**config.mk**
```make
export PLATFORM = sky130hd
export DESIGN_NAME = shift_reg8_ctrl
export DESIGN_NICKNAME = d
export VERILOG_FILES = /design/src/rtl/shift_reg8_ctrl_pkg.sv /design/src/rtl/shift_reg8_ctrl_reg_bit_cell.sv /design/src/rtl/shift_reg8_ctrl.sv
export SDC_FILE = /design/constraint.sdc
export NUM_CORES = 1
export LEC_CHECK = 0
export ABC_CLOCK_PERIOD_IN_PS = 1600
export BUFFER_PORTS_ARGS = -buffer_cell sky130_fd_sc_hd__buf_2
export CAP_MARGIN = 20
export CORE_MARGIN = 2
export CORE_UTILIZATION = 49
export DETAILED_ROUTE_END_ITERATION = 8
export GPL_ROUTABILITY_DRIVEN = 0
export PLACE_DENSITY = 0.77
export REMOVE_ABC_BUFFERS = 1
export SLEW_MARGIN = 20
export SYNTH_ARGS = -nofsm -noshare
export SYNTH_HDL_FRONTEND = slang
export SYNTH_SLANG_ARGS = --single-unit
```
**constraint.sdc**
```tcl
create_clock -name CLK -period 1.6 [get_ports CLK]
set_input_delay 0.08 -clock CLK [delete_from_list [all_inputs] [get_ports CLK]]
set_output_delay 0.08 -clock CLK [all_outputs]
set_load 0.005 [all_outputs]
```
**src/rtl/shift_reg8_ctrl_pkg.sv**
```systemverilog
// Shared definitions for the shift register stage: FSM state codes,
// per-bit select codes and shift direction constants.
package shift_reg8_ctrl_pkg;

  typedef enum logic [1:0] {
    ST_IDLE  = 2'b00,
    ST_SHIFT = 2'b01,
    ST_FIN   = 2'b10,
    ST_BAD   = 2'b11
  } state_t;

  typedef enum logic [1:0] {
    SEL_HOLD  = 2'b00,
    SEL_LOAD  = 2'b01,
    SEL_SHIFT = 2'b10
  } sel_t;

  localparam logic DIR_LEFT  = 1'b1;
  localparam logic DIR_RIGHT = 1'b0;

endpackage

```
**src/rtl/shift_reg8_ctrl_reg_bit_cell.sv**
```systemverilog
// One register bit: select among hold, parallel data and shift neighbour,
// followed by a flop with synchronous active-high reset.
module reg_bit_cell
  import shift_reg8_ctrl_pkg::*;
(
  input  logic clk,
  input  logic rst,
  input  sel_t sel,
  input  logic d,
  input  logic shift_in,
  output logic q
);

  logic q_next;

  always_comb begin
    q_next = q;
    case (sel)
      SEL_LOAD:  q_next = d;
      SEL_SHIFT: q_next = shift_in;
      default:   q_next = q;
    endcase
  end

  always_ff @(posedge clk) begin
    if (rst) q <= 1'b0;
    else     q <= q_next;
  end

endmodule

```
**src/rtl/shift_reg8_ctrl.sv**
```systemverilog
// WIDTH-bit register with parallel load and a START-triggered run of exactly
// WIDTH serial shifts, reported to the sequencer through BUSY/DONE.
module shift_reg8_ctrl
  import shift_reg8_ctrl_pkg::*;
#(
  parameter int WIDTH = 8,
  parameter int CNT_W = 4
) (
  input  logic             CLK,
  input  logic             RST,
  input  logic [WIDTH-1:0] D,
  input  logic             LOAD,
  input  logic             START,
  input  logic             DIR,
  input  logic             SIN,
  output logic [WIDTH-1:0] Q,
  output logic             SOUT,
  output logic             BUSY,
  output logic             DONE,
  output state_t           state
);

  logic             dir_r;
  logic [CNT_W-1:0] count;
  sel_t             sel;
  logic [WIDTH-1:0] nbr;

  // Counter, latched direction and state share one clocked block.
  always_ff @(posedge CLK) begin
    if (RST) begin
      state <= ST_IDLE;
      dir_r <= DIR_RIGHT;
      count <= '0;
    end else begin
      case (state)
        ST_IDLE: begin
          if (START && !LOAD) begin
            dir_r <= DIR;
            count <= CNT_W'(WIDTH - 1);
            state <= ST_SHIFT;
          end
        end
        ST_SHIFT: begin
          if (count == '0) state <= ST_FIN;
          else             count <= count - 1'b1;
        end
        ST_FIN:  state <= ST_IDLE;
        default: state <= ST_IDLE;
      endcase
    end
  end

  assign BUSY = (state == ST_SHIFT);
  assign DONE = (state == ST_FIN);
  assign SOUT = (dir_r == DIR_LEFT) ? Q[WIDTH-1] : Q[0];

  // LOAD only acts in IDLE; every other state (including the illegal code) holds Q.
  always_comb begin
    sel = SEL_HOLD;
    case (state)
      ST_IDLE:  sel = LOAD ? SEL_LOAD : SEL_HOLD;
      ST_SHIFT: sel = SEL_SHIFT;
      default:  sel = SEL_HOLD;
    endcase
  end

  assign nbr = (dir_r == DIR_LEFT) ? {Q[WIDTH-2:0], SIN} : {SIN, Q[WIDTH-1:1]};

  for (genvar i = 0; i < WIDTH; i++) begin : g_bit
    reg_bit_cell u_cell (
      .clk      (CLK),
      .rst      (RST),
      .sel      (sel),
      .d        (D[i]),
      .shift_in (nbr[i]),
      .q        (Q[i])
    );
  end

endmodule

```
Yosys cells after proc, flatten, opt, wreduce, memory -nomap -nowiden
Cells that the tools add are included.
{"block": "word_totals", "regBits": 15, "inputBits": 14, "output_inout_bits": 13, "word_cells": 46}
{"block": "classes", "n_addsub": 1, "n_eq_ne": 7, "n_mux": 18, "reduce_logical": 9}
{"op": "$pmux 1 s2", "count": 8}
{"op": "$mux 4", "count": 2}
{"op": "$mux 8", "count": 1}
{"op": "$pmux 2 s2", "count": 2}
{"op": "$pmux 4 s2", "count": 1}
{"op": "$eq 2x1->1 const B", "count": 2}
{"op": "$eq 2x2->1 const B", "count": 2}
{"op": "$logic_not 4->1", "count": 1}
{"op": "$mux 2", "count": 2}
{"op": "$ne 2x2->1 const B", "count": 2}
{"op": "$reduce_and 2->1", "count": 2}
{"op": "$reduce_bool 2->1", "count": 2}
{"op": "$sub 4x1->4 const B", "count": 1}
{"op": "$reduce_and 3->1", "count": 1}
{"op": "$logic_not 2->1", "count": 1}
{"op": "$mux 1", "count": 2}
{"op": "$ne 2x1->1 const B", "count": 1}
{"op": "$logic_and 1x1->1", "count": 1}
{"op": "$logic_not 1->1", "count": 1}

Logic depth before layout (Yosys ltp)
Gate-level depths: netlist (run 1).
{"block": "logic_depth", "depth_word": 4, "ltp_mapped": 6, "ltp_nobuf": 5}

Modules after synthesis
Synthesis (run 1) repeated with hierarchy kept, for this count alone.
{"block": "hier_totals", "cells_unflattened": 105, "area_unflattened_um2": 1007.2}
{"mod": "reg_bit_cell", "instances": 8, "cells_each": 7, "area_per_inst_um2": 68.8, "seq_area_each_um2": 20.0}
{"mod": "shift_reg8_ctrl", "instances": 1, "cells_each": 49, "area_per_inst_um2": 456.7, "seq_area_each_um2": 140.1}

Worst setup path before layout (run 1)
OpenSTA, ideal clock, no wires.
{"block": "synth_timing", "path_kind": "register to register", "startpoint": "reg count[0]", "endpoint": "reg count[1]", "setup_ns": 0.128, "arrival_time_ns": 1.254, "required_time_ns": 1.472, "slack_ns": 0.217, "path_stages_with_launch": 6, "path_buffers": 0, "synth_period_minus_slack_ns": 1.383, "cell_sequence": "dfxtp_1 inv_1 ha_1 or3b_1 a211oi_1 a311oi_1"}
{"block": "synth_between", "elab_chain_cells": 3, "elab_cells_between_ends": 6, "classes_between": "add/sub: 1; eq/ne: 1; mux: 2; reduce/logical: 2"}
{"item": "start, declared", "line_no": "shift_reg8_ctrl.sv:24", "source": "logic [CNT_W-1:0] count;"}
{"item": "start signal, assigned", "line_no": "shift_reg8_ctrl.sv:39", "source": "count <= CNT_W'(WIDTH - 1);"}
{"item": "start signal, assigned", "line_no": "shift_reg8_ctrl.sv:45", "source": "else count <= count - 1'b1;"}
{"item": "$sub 4x1->4 / $logic_not 4->1 (equally long branches)", "line_no": "shift_reg8_ctrl.sv:45, shift_reg8_ctrl.sv:44"}
{"item": "$mux 4 / $ne 2x2->1 (equally long branches)"}
{"item": "$pmux 4 s2 / $reduce_and 3->1 (equally long branches)"}
Parallel ways exist; a longest one is shown, timed or not. The select of a mux whose other input is x is not followed.
A chain may end at the register's enable or synchronous reset.

Final worst setup path (run 1)
Same ends and word-level chain as after synthesis.

==> results of run 1 <==
==> report_power, final <==
part           switching [W]  internal (W)
Clock               0.000123     0.0000967
Sequential         0.0000373      0.000407
Combinational      0.0000973      0.000111
Total               0.000257      0.000614
==> tightest hold or removal path, delay by kind of cell <==
kind            cells  cell delay, ns
compound gates      1            0.05
buf+inv             1            0.10
simple gates        1            0.05
==> routing by layer <==
| layer | vias up | routed length (µm) | GRT usage, % | part of all wire, % |
|---|---|---|---|---|
| li1 | 381 | - | - | - |
| met1 | 364 | 798 | 21.6 | 44 |
| met2 | 20 | 904 | 32.8 | 50 |
| met3 | 4 | 81 | 3.57 | 4.5 |
| met4 | 0 | 35 | 10.3 | 1.9 |
| met5 | - | 0 | 0 | 0 |
==> flip-flops by register name, summed over array words and instances, names as in the netlist <==
| register | count |
|---|---|
| g_bit.u_cell.q | 8 |
| count | 4 |
| state | 2 |
| dir_r | 1 |
==> cells by family after synthesis <==
logic type / share of synthesized area [%]
and+or+nand+nor: 15.1
muxes: 12.9
AOI/OAI and AO/OA: 22.5
adders and majority gates: 1.45
buffers and inverters: 13.3
DFF: 34.8
==> cell usage in the layout (no fill, tap or decap), types with 2 or more instances in the layout <==
cell / Yosys / layout
nand3_1: 2 / 2
mux2_2: 9 / 9
o21ai_0: 8 / 8
dfxtp_1: 15 / 15
nor2b_1: 2 / 2
buf_2: 2 / 26
nand2_1: 3 / 3
a221oi_1: 8 / 8
a21oi_1: 3 / 3
inv_1: 5 / 5
clkbuf_4: 0 / 3
nor2_1: 9 / 9
buf_4: 8 / 2
==> cell type report <==
| type | instances | area [µm²] |
|---|---|---|
| well taps | 17 | 21.3 |
| fillers | 160 | 727 |
| repair buffers | 28 | 145 |
| multi-input cells | 61 | 450 |
| inverters | 5 | 18.8 |
| clock buffers | 4 | 26.3 |
| flip-flops and latches | 15 | 300 |
==> per-stage QoR <==
stage	setup slack (ns)	util [%]	power, W
3_3_place_gp	0.185	55.3	0.000648
3_5_place_dp	0.0865	55.3	0.000657
5_1_grt	0.0382	57.0	0.000924
4_1_cts	0.0788	56.8	0.000873
6_report	0.125	57.0	0.000871
2_1_floorplan	-0.0479	-	0.000572
==> Yosys cell counts <==
cell type	n
nand3_1	2
mux2_2	9
a31oi_1	1
o21ai_0	8
or4b_4	1
or3_1	1
a211oi_1	1
ha_1	1
a311oi_1	1
a22oi_2	1
mux2i_1	1
nor4_1	1
nand3b_1	1
nand2_1	3
nor3_1	1
o21a_1	1
o21bai_1	1
nor4b_2	1
or3b_1	1
dfxtp_1	15
nor2_1	9
buf_4	8
nor2b_1	2
buf_6	2
clkbuf_1	1
o21ba_2	1
a221oi_1	8
inv_1	5
buf_2	2
a21oi_1	3
a31o_2	1
==> worst paths after layout <==
kind	from	to	slack, ns	depth (start not counted)
hold / removal	DIR	dir_r$_SDFFE_PP0P_	0.04	3
setup / recovery	count[0]$_SDFFE_PP0P_	count[1]$_SDFFE_PP0P_	0.12	5
setup reg to reg	count[0]$_SDFFE_PP0P_	count[1]$_SDFFE_PP0P_	0.12	5
hold reg to reg	count[0]$_SDFFE_PP0P_	count[0]$_SDFFE_PP0P_	0.51	2
==> flow_summary_export.csv, run 1 <==
group,metric,value,unit
status,outcome,"finished, final reports clean",
floorplanning,num_rows,15,
timing,report.final.slew_viol_count,0,
logic_synthesis,yosys.area.top_type,"dfxtp_1",
floorplanning,die_w,46.0,µm
worst_setup_path,cp.required,1.77,ns
pwr,cellLeakagePower,0.438,nW
drt,wl_per_cell,14.0,µm
logic_synthesis,syn-mean-instance-area,9.18,µm²
worst_setup_path,worstSetupEndpointType,"register",
timing,finalHoldViolCount,0,
logic_synthesis,synth_seq_area_share,34.8,%
logic_synthesis,synth_area_leaders,"dfxtp_1, mux2_2, a221oi_1",
placement,io_buffers,26,
worst_setup_path,cp_slowest_cell,"or3b_4",
timing,fin_setup_tns,0,ns
clock_tree,cts.sinks,15,
drt,wirelength,1.82,mm
worst_setup_path,cp_cell_sequence,"inv_1 -> ha_1 -> or3b_4 -> a211oi_1 -> a311oi_1",
logic_synthesis,yosysTopAreaCellShare,34.8,%
job,max_cap_viol_count,0,
worst_setup_path,startpoint_type,"register",
layout,area_growth,11.4,%
drt,vias_per_cell,5.92,
timing,finalCritPeriodShare,92.2,%
logic_synthesis,syn_area,863,µm²
clock_tree,cts_tree,"yes",
drt,ant_nets,0,
clock_tree,ctsResizeCount,0,
drt,dr.pass1.iters,4,
placement,dp_cells,126,
worst_setup_path,path_class,"reg -> reg",
logic_synthesis,ys_ff_latch,15,
pwr,worst_ir_drop_vdd,605,µV
layout,layout-drive-gt1-share,40.7,%
layout,finalNonFillerCells,130,
placement,place_area,933,µm²
min_path,hold_path.class,"in -> reg",
logic_synthesis,netlist_instances,94,
pwr,p_per_area,905,nW/µm²
global_routing,grt_overflow,0,
logic_synthesis,yosys_warnings,0,
timing,rsz0062_at_grt,"false",
layout,diodes,0,
global_routing,grt_max_degree,18,
floorplanning,dieHeight,46.0,µm
drt,vias,769,
timing,finalClockSkew,0.00183,ns
global_routing,grt_pass1_vias,675,
clock_tree,cts_buffers,3,
clock_tree,htree_levels,1,
timing,fin_hold_ws,0.0378,ns
clock_tree,cts_root_buf,"clkbuf_4",
timing,fmaxAchievable,0.678,GHz
global_routing,antenna_found_initial,0,
clock_tree,clkLatencyLatePin,0.28,ns
timing,tightest_slew,0.403,ns
placement,hpwl,1.34,mm
floorplanning,core,1690,µm²
clock_tree,holdBufCountCts,0,
floorplanning,die-area,2110,µm²
floorplanning,ioPinCount,27,
worst_setup_path,crit_family,"simple AND/OR/NAND/NOR gates",
layout,final_cell_area,962,µm²
worst_setup_path,critPathBufInv,1,
timing,post-route-min-period,1.48,ns
logic_synthesis,ys_types,31,
clock_tree,post_cts_buffers,0,
floorplanning,start_util,51.1,%
clock_tree,path_clk_slew,0.09,ns
timing,final-setup-viol-count,0,
drt,drtIter0Drc,7,
global_routing,grt_pass1_wl,2.86,mm
worst_setup_path,slowest_delay,0.42,ns
timing,slew_headroom,73.0,%
worst_setup_path,worstPathArrival,1.64,ns
layout,fin_nets,129,
worst_setup_path,cp_max_fo,5,
global_routing,grtUsageTotal,19.0,%
clock_tree,cts_max_path_buffers,2,
drt,drcViolationCount,0,
No activity file was read; power rests on OpenSTA's default activity.
==> inputs of run 2 (changes only) <==
Settings changed: BUFFER_PORTS_ARGS -buffer_cell sky130_fd_sc_hd__buf_2 to -buffer_cell sky130_fd_sc_hd__buf_4.
==> run 2 against run 1 <==
Final area up 8.5%. Sequential power hardly changed. Register-to-register slack got worse by 0.02 ns. Sequential share of layout area decreased by 2.4 points. Critical path depth did not move. Clock skew grew 0.013 ns. Die area is the same. Maximum frequency fell by 1.1%. Global-route usage is 1.3 points higher. Non-clock buffer count grew 1.
==> flow_summary_export.csv, run 2 (synthesis gave the netlist of run 1 again) <==
group,metric,value,unit
pwr,p_per_area,867,nW/µm²
clock_tree,post_cts_buffers,0,
status,outcome,"finished, final reports clean",
layout,area_growth,20.9,%
global_routing,grtUsageTotal,20.3,%
clock_tree,cts.sinks,15,
layout,layout-drive-gt1-share,42.1,%
min_path,min_path_cells,3,
worst_setup_path,r2r_setup_slack,0.11,ns
drt,drtIter0Drc,5,
clock_tree,cts_tree,"yes",
floorplanning,start_util,51.1,%
timing,finalClockSkew,0.0145,ns
worst_setup_path,cp_max_fo,5,
global_routing,grt_overflow,0,
drt,vias_per_cell,6.02,
floorplanning,die-area,2110,µm²
global_routing,grt_pass1_wl,3.04,mm
floorplanning,num_rows,15,
clock_tree,cts_root_buf,"clkbuf_4",
worst_setup_path,worstSetupEndpointType,"register",
pwr,worst_ir_drop_vdd,551,µV
clock_tree,cts_buffers,3,
placement,hpwl,1.39,mm
worst_setup_path,rr_worst_depth,5,
pwr,cellLeakagePower,0.461,nW
worst_setup_path,cp.required,1.81,ns
global_routing,grt_max_degree,18,
drt,wl_per_cell,14.5,µm
placement,dp_slack,0.106,ns
worst_setup_path,regToRegEndpoint,"count[0]$_SDFFE_PP0P_",
worst_setup_path,worstReg2RegStart,"count[1]$_SDFFE_PP0P_",
timing,post-route-min-period,1.49,ns
drt,wirelength,1.90,mm
drt,drcViolationCount,0,
job,max_cap_viol_count,0,
timing,finalCritPeriodShare,93.2,%
min_path,hold_path.class,"in -> reg",
floorplanning,core,1690,µm²
timing,fmaxAchievable,0.670,GHz
placement,place_area,998,µm²
layout,final_cell_area,1040,µm²
worst_setup_path,startpoint_type,"register",
layout,layout_common_cells,"buf_4, dfxtp_1, mux2_2, nor2_1",
layout,largest_register,"g_bit.u_cell.q",
drt,vias,789,
timing,report.final.slew_viol_count,0,
timing,tightest_slew,0.434,ns
clock_tree,path_clk_slew,0.10,ns
clock_tree,clkLatencyLatePin,0.29,ns
clock_tree,cts_max_path_buffers,2,
floorplanning,ioPinCount,27,
drt,dr.pass1.iters,4,
floorplanning,die_w,46.0,µm
global_routing,antenna_found_initial,0,
timing,final-setup-viol-count,0,
drt,ant_nets,0,
layout,mostFrequentLayoutCell,"buf_4",
timing,slew_headroom,71.0,%
layout,reg_top3,"g_bit.u_cell.q (8), count (4), state (2)",
worst_setup_path,worstSetupStartpoint,"count[1]$_SDFFE_PP0P_",
layout,largest_register_ffs,8,
global_routing,grt_pass1_vias,711,
worst_setup_path,worstPathArrival,1.70,ns
timing,finalHoldViolCount,0,
layout,fin_nets,130,
floorplanning,dieHeight,46.0,µm
worst_setup_path,endpoint,"count[0]$_SDFFE_PP0P_",
layout,diodes,0,
timing,fin_setup_tns,0,ns
worst_setup_path,path_class,"reg -> reg",
timing,fin_ws,0.109,ns
placement,io_buffers,26,
clock_tree,htree_levels,1,
run 2: cell count changes in the layout (fill, tap and decap cells not counted):
cell / delta
buf_4: +26
clkinv_2: +1
a211oi_1: -1
dlygate4sd3_1: +1
a211oi_2: +1
clkbuf_1: -1
buf_2: -26
run 2: timing repair:
| item | 4_1_cts | 5_1_grt |
|---|---|---|
| endpoints found under the hold margin | 2 | 0 |
| setup endpoints to repair | 0 | 2 |
| hold buffers | 1 | 0 |
| gates resized for setup | 0 | 2 |
run 2: metrics by stage:
| stage | hold WS, ns | total power (W) | util (%) | instances |
|---|---|---|---|---|
| finish | 0.0407 | 0.000904 | 61.8 | 131 |
| global route | 0.0293 | 0.000959 | 61.8 | 131 |
| CTS | 0.0266 | 0.000905 | 61.3 | 131 |
| detailed placement | 0.310 | 0.000683 | 59.1 | 126 |
| global placement | 0.305 | 0.000674 | 59.1 | 126 |
| floorplan | 0.149 | 0.000572 | - | 81 |
run 2: metal layers:
metal / part of all wire, % / vias up / GRT usage, %
li1: - / 380 / -
met1: 44 / 385 / 24.3
met2: 51 / 24 / 34.4
met3: 5.1 / 0 / 3.57
met4: 0 / 0 / 9.71
met5: 0 / - / 0
run 2: area by class of cell:
type,instances,area [µm²]
multi-input cells,61,455
inverters,5,18.8
repair buffers,29,220
fillers,154,646
clock inverters,1,5.00
well taps,17,21.3
clock buffers,3,22.5
flip-flops and latches,15,300
run 2: how the worst min path moves through the flow:
| stage | startpoint | endpoint | slack (ns) |
|---|---|---|---|
| floorplan | RST | dir_r$_SDFFE_PP0P_ | 0.15 |
| global placement | RST | dir_r$_SDFFE_PP0P_ | 0.31 |
| detailed placement | RST | dir_r$_SDFFE_PP0P_ | 0.31 |
| CTS | DIR | dir_r$_SDFFE_PP0P_ | 0.03 |
| global route | DIR | dir_r$_SDFFE_PP0P_ | 0.03 |
| finish | DIR | dir_r$_SDFFE_PP0P_ | 0.04 |
run 2: where the power goes:
group | internal [W] | switching (W)
sequential | 0.000407 | 0.0000392
combinational | 0.000137 | 0.000102
clock | 0.0000928 | 0.000126
run 2: critical path, stage by stage, from the launching register on:
cell and delay, ns:
dfxtp_1 0.35, inv_1 0.06, ha_1 0.20, or3b_4 0.43, a31o_2 0.26, a21oi_1 0.11
==> inputs of run 3 (changes only) <==
==> constraint.sdc (replaced) <==
create_clock -name CLK -period 1.6 [get_ports CLK]
set_input_delay 0.32 -clock CLK [delete_from_list [all_inputs] [get_ports CLK]]
set_output_delay 0.32 -clock CLK [all_outputs]
set_load 0.005 [all_outputs]
==> run 3 against run 2 <==
Routed wire length shrank 4.6%. Critical path depth down 3. Die area stayed put. Critical endpoint is now SOUT. Cell count fell by 0.76%. Hold slack improved by 0.19 ns. Via count down 3.5%. Clock power is 2% lower. Register-to-register slack improved by 0.02 ns. First-iteration DRC count is 120% higher. Global-route usage shrank 2.2 points.
==> flow_summary_export.csv, run 3 (synthesis gave the netlist of run 1 again) <==
group,metric,value,unit
timing,finalHoldViolCount,0,
layout,area_growth,19.9,%
floorplanning,die_w,46.0,µm
worst_setup_path,worstSetupEndpointType,"output pin",
clock_tree,clkLatencyLatePin,0.28,ns
clock_tree,holdBufCountCts,0,
layout,fin_nets,129,
worst_setup_path,cp_cell_sequence,"mux2_2 -> buf_4",
clock_tree,cts_buffers,3,
worst_setup_path,worstSetupStartpoint,"dir_r$_SDFFE_PP0P_",
min_path,hold_path.class,"in -> reg",
global_routing,grt_overflow,0,
layout,final_util,61.3,%
drt,wl_met1,801,µm
timing,post-route-min-period,1.52,ns
timing,fin_ws,0.0847,ns
placement,dp_slack,0.130,ns
pwr,p_per_area,860,nW/µm²
drt,vias,761,
floorplanning,ioPinCount,27,
layout,largest_register,"g_bit.u_cell.q",
clock_tree,htree_levels,1,
layout,diodes,0,
drt,wirelength,1.81,mm
drt,dr.pass1.iters,4,
layout,layout_common_cells,"buf_4, dfxtp_1, mux2_2, nor2_1",
layout,largest_register_ffs,8,
layout,layout.area.seq,305,µm²
drt,drcViolationCount,0,
worst_setup_path,cp.required,1.28,ns
layout,nFillCells,150,
clock_tree,cts_tree,"yes",
layout,layout-drive-gt1-share,42.5,%
drt,wl_per_cell,13.9,µm
clock_tree,cts_root_buf,"clkbuf_4",
worst_setup_path,cp_slowest_cell,"dfxtp_4",
clock_tree,path_clk_slew,0.10,ns
job,max_cap_viol_count,0,
worst_setup_path,path_class,"reg -> out",
timing,fmaxAchievable,0.660,GHz
worst_setup_path,cp_max_fo,10,
layout,mostFrequentLayoutCell,"buf_4",
min_path,hp-start,"RST",
clock_tree,cts_max_path_buffers,2,
floorplanning,start_util,51.1,%
global_routing,antenna_found_initial,0,
floorplanning,num_rows,15,
timing,finalCritPeriodShare,94.7,%
timing,rsz0062_at_grt,"false",
timing,tightest_slew,0.407,ns
floorplanning,core,1690,µm²
floorplanning,die-area,2110,µm²
timing,final-setup-viol-count,0,
timing,slew_headroom,72.8,%
drt,route.met2.wl,919,µm
pwr,cellLeakagePower,0.458,nW
layout,reg_top3,"g_bit.u_cell.q (8), count (4), state (2)",
timing,report.final.slew_viol_count,0,
drt,drtIter0Drc,11,
worst_setup_path,worstPathArrival,1.20,ns
pwr,worst_ir_drop_vdd,520,µV
global_routing,grt_max_degree,18,
timing,finalClockSkew,0.0109,ns
global_routing,grtUsageTotal,18.1,%
global_routing,grt_pass1_wl,2.77,mm
layout,finalNonFillerCells,130,
floorplanning,dieHeight,46.0,µm
timing,fin_setup_tns,0,ns
drt,top_layer,"met3",
drt,wl_met3,92,µm
worst_setup_path,critPathBufInv,1,
worst_setup_path,worstReg2RegStart,"count[0]$_SDFFE_PP0P_",
layout,multi_input_area,448,µm²
worst_setup_path,startpoint_type,"register",
clock_tree,cts.sinks,15,
worst_setup_path,crit_family,"flip-flops",
drt,ant_nets,0,
global_routing,grt_pass1_vias,667,
placement,io_buffers,26,
placement,dp_cells,126,
worst_setup_path,slowest_delay,0.43,ns
drt,vias_per_cell,5.85,
status,outcome,"finished, final reports clean",
run 3: cell types whose count changed in the layout (fill, tap and decap cells not counted):
cell           delta
a211oi_1          +1
or3b_1            +1
a211oi_2          -1
dlygate4sd3_1     -1
dfxtp_2           +1
dfxtp_4           +1
buf_4             -1
or3b_4            -1
dfxtp_1           -2
buf_6             +1
run 3: worst paths after layout:
path / depth (start not counted) / end / slack, ns
worst min register to register: 1 / state[1]$_SDFFE_PP0P_ / 0.50
worst max-delay path: 2 / SOUT / 0.08
worst max register to register: 5 / count[1]$_SDFFE_PP0P_ / 0.13
worst min-delay path: 2 / dir_r$_SDFFE_PP0P_ / 0.23
run 3: layout make-up:
cell class	instances	area share, %
tap	17	2.06
clock inverter	1	0.484
timing repair buffer	28	20.7
sequential	15	29.5
multi-input combinational	61	43.3
clock buffer	3	2.18
inverter	5	1.81
run 3: metal layers:
metal  vias up  global-route usage [%]
met5         -                       0
met4         0                    6.86
met3         0                    3.97
met2        18                    31.9
met1       366                    20.9
li1        377                       -
run 3: through the flow:
stage          area [µm²]  total power (W)  hold WS [ns]
6_report             1030         0.000890         0.233
5_1_grt              1030         0.000945         0.221
4_1_cts              1030         0.000901         0.224
3_5_place_dp          998         0.000682         0.490
3_3_place_gp          998         0.000673         0.470
2_1_floorplan         767         0.000572         0.389
run 3: timing repair:
item | CTS | global route
buffers inserted | 0 | 0
endpoints found under the setup margin | 2 | 2
gates resized for setup | 2 | 2
pin swaps | 0 | 0
endpoints found under the hold margin | 0 | 0
run 3: report_power, final:
part           internal (W)  switching [W]  leakage [nW]  total [W]
clock network     0.0000927       0.000123        0.0177   0.000215
registers          0.000406      0.0000371         0.125   0.000444
logic              0.000131       0.000100         0.315   0.000231
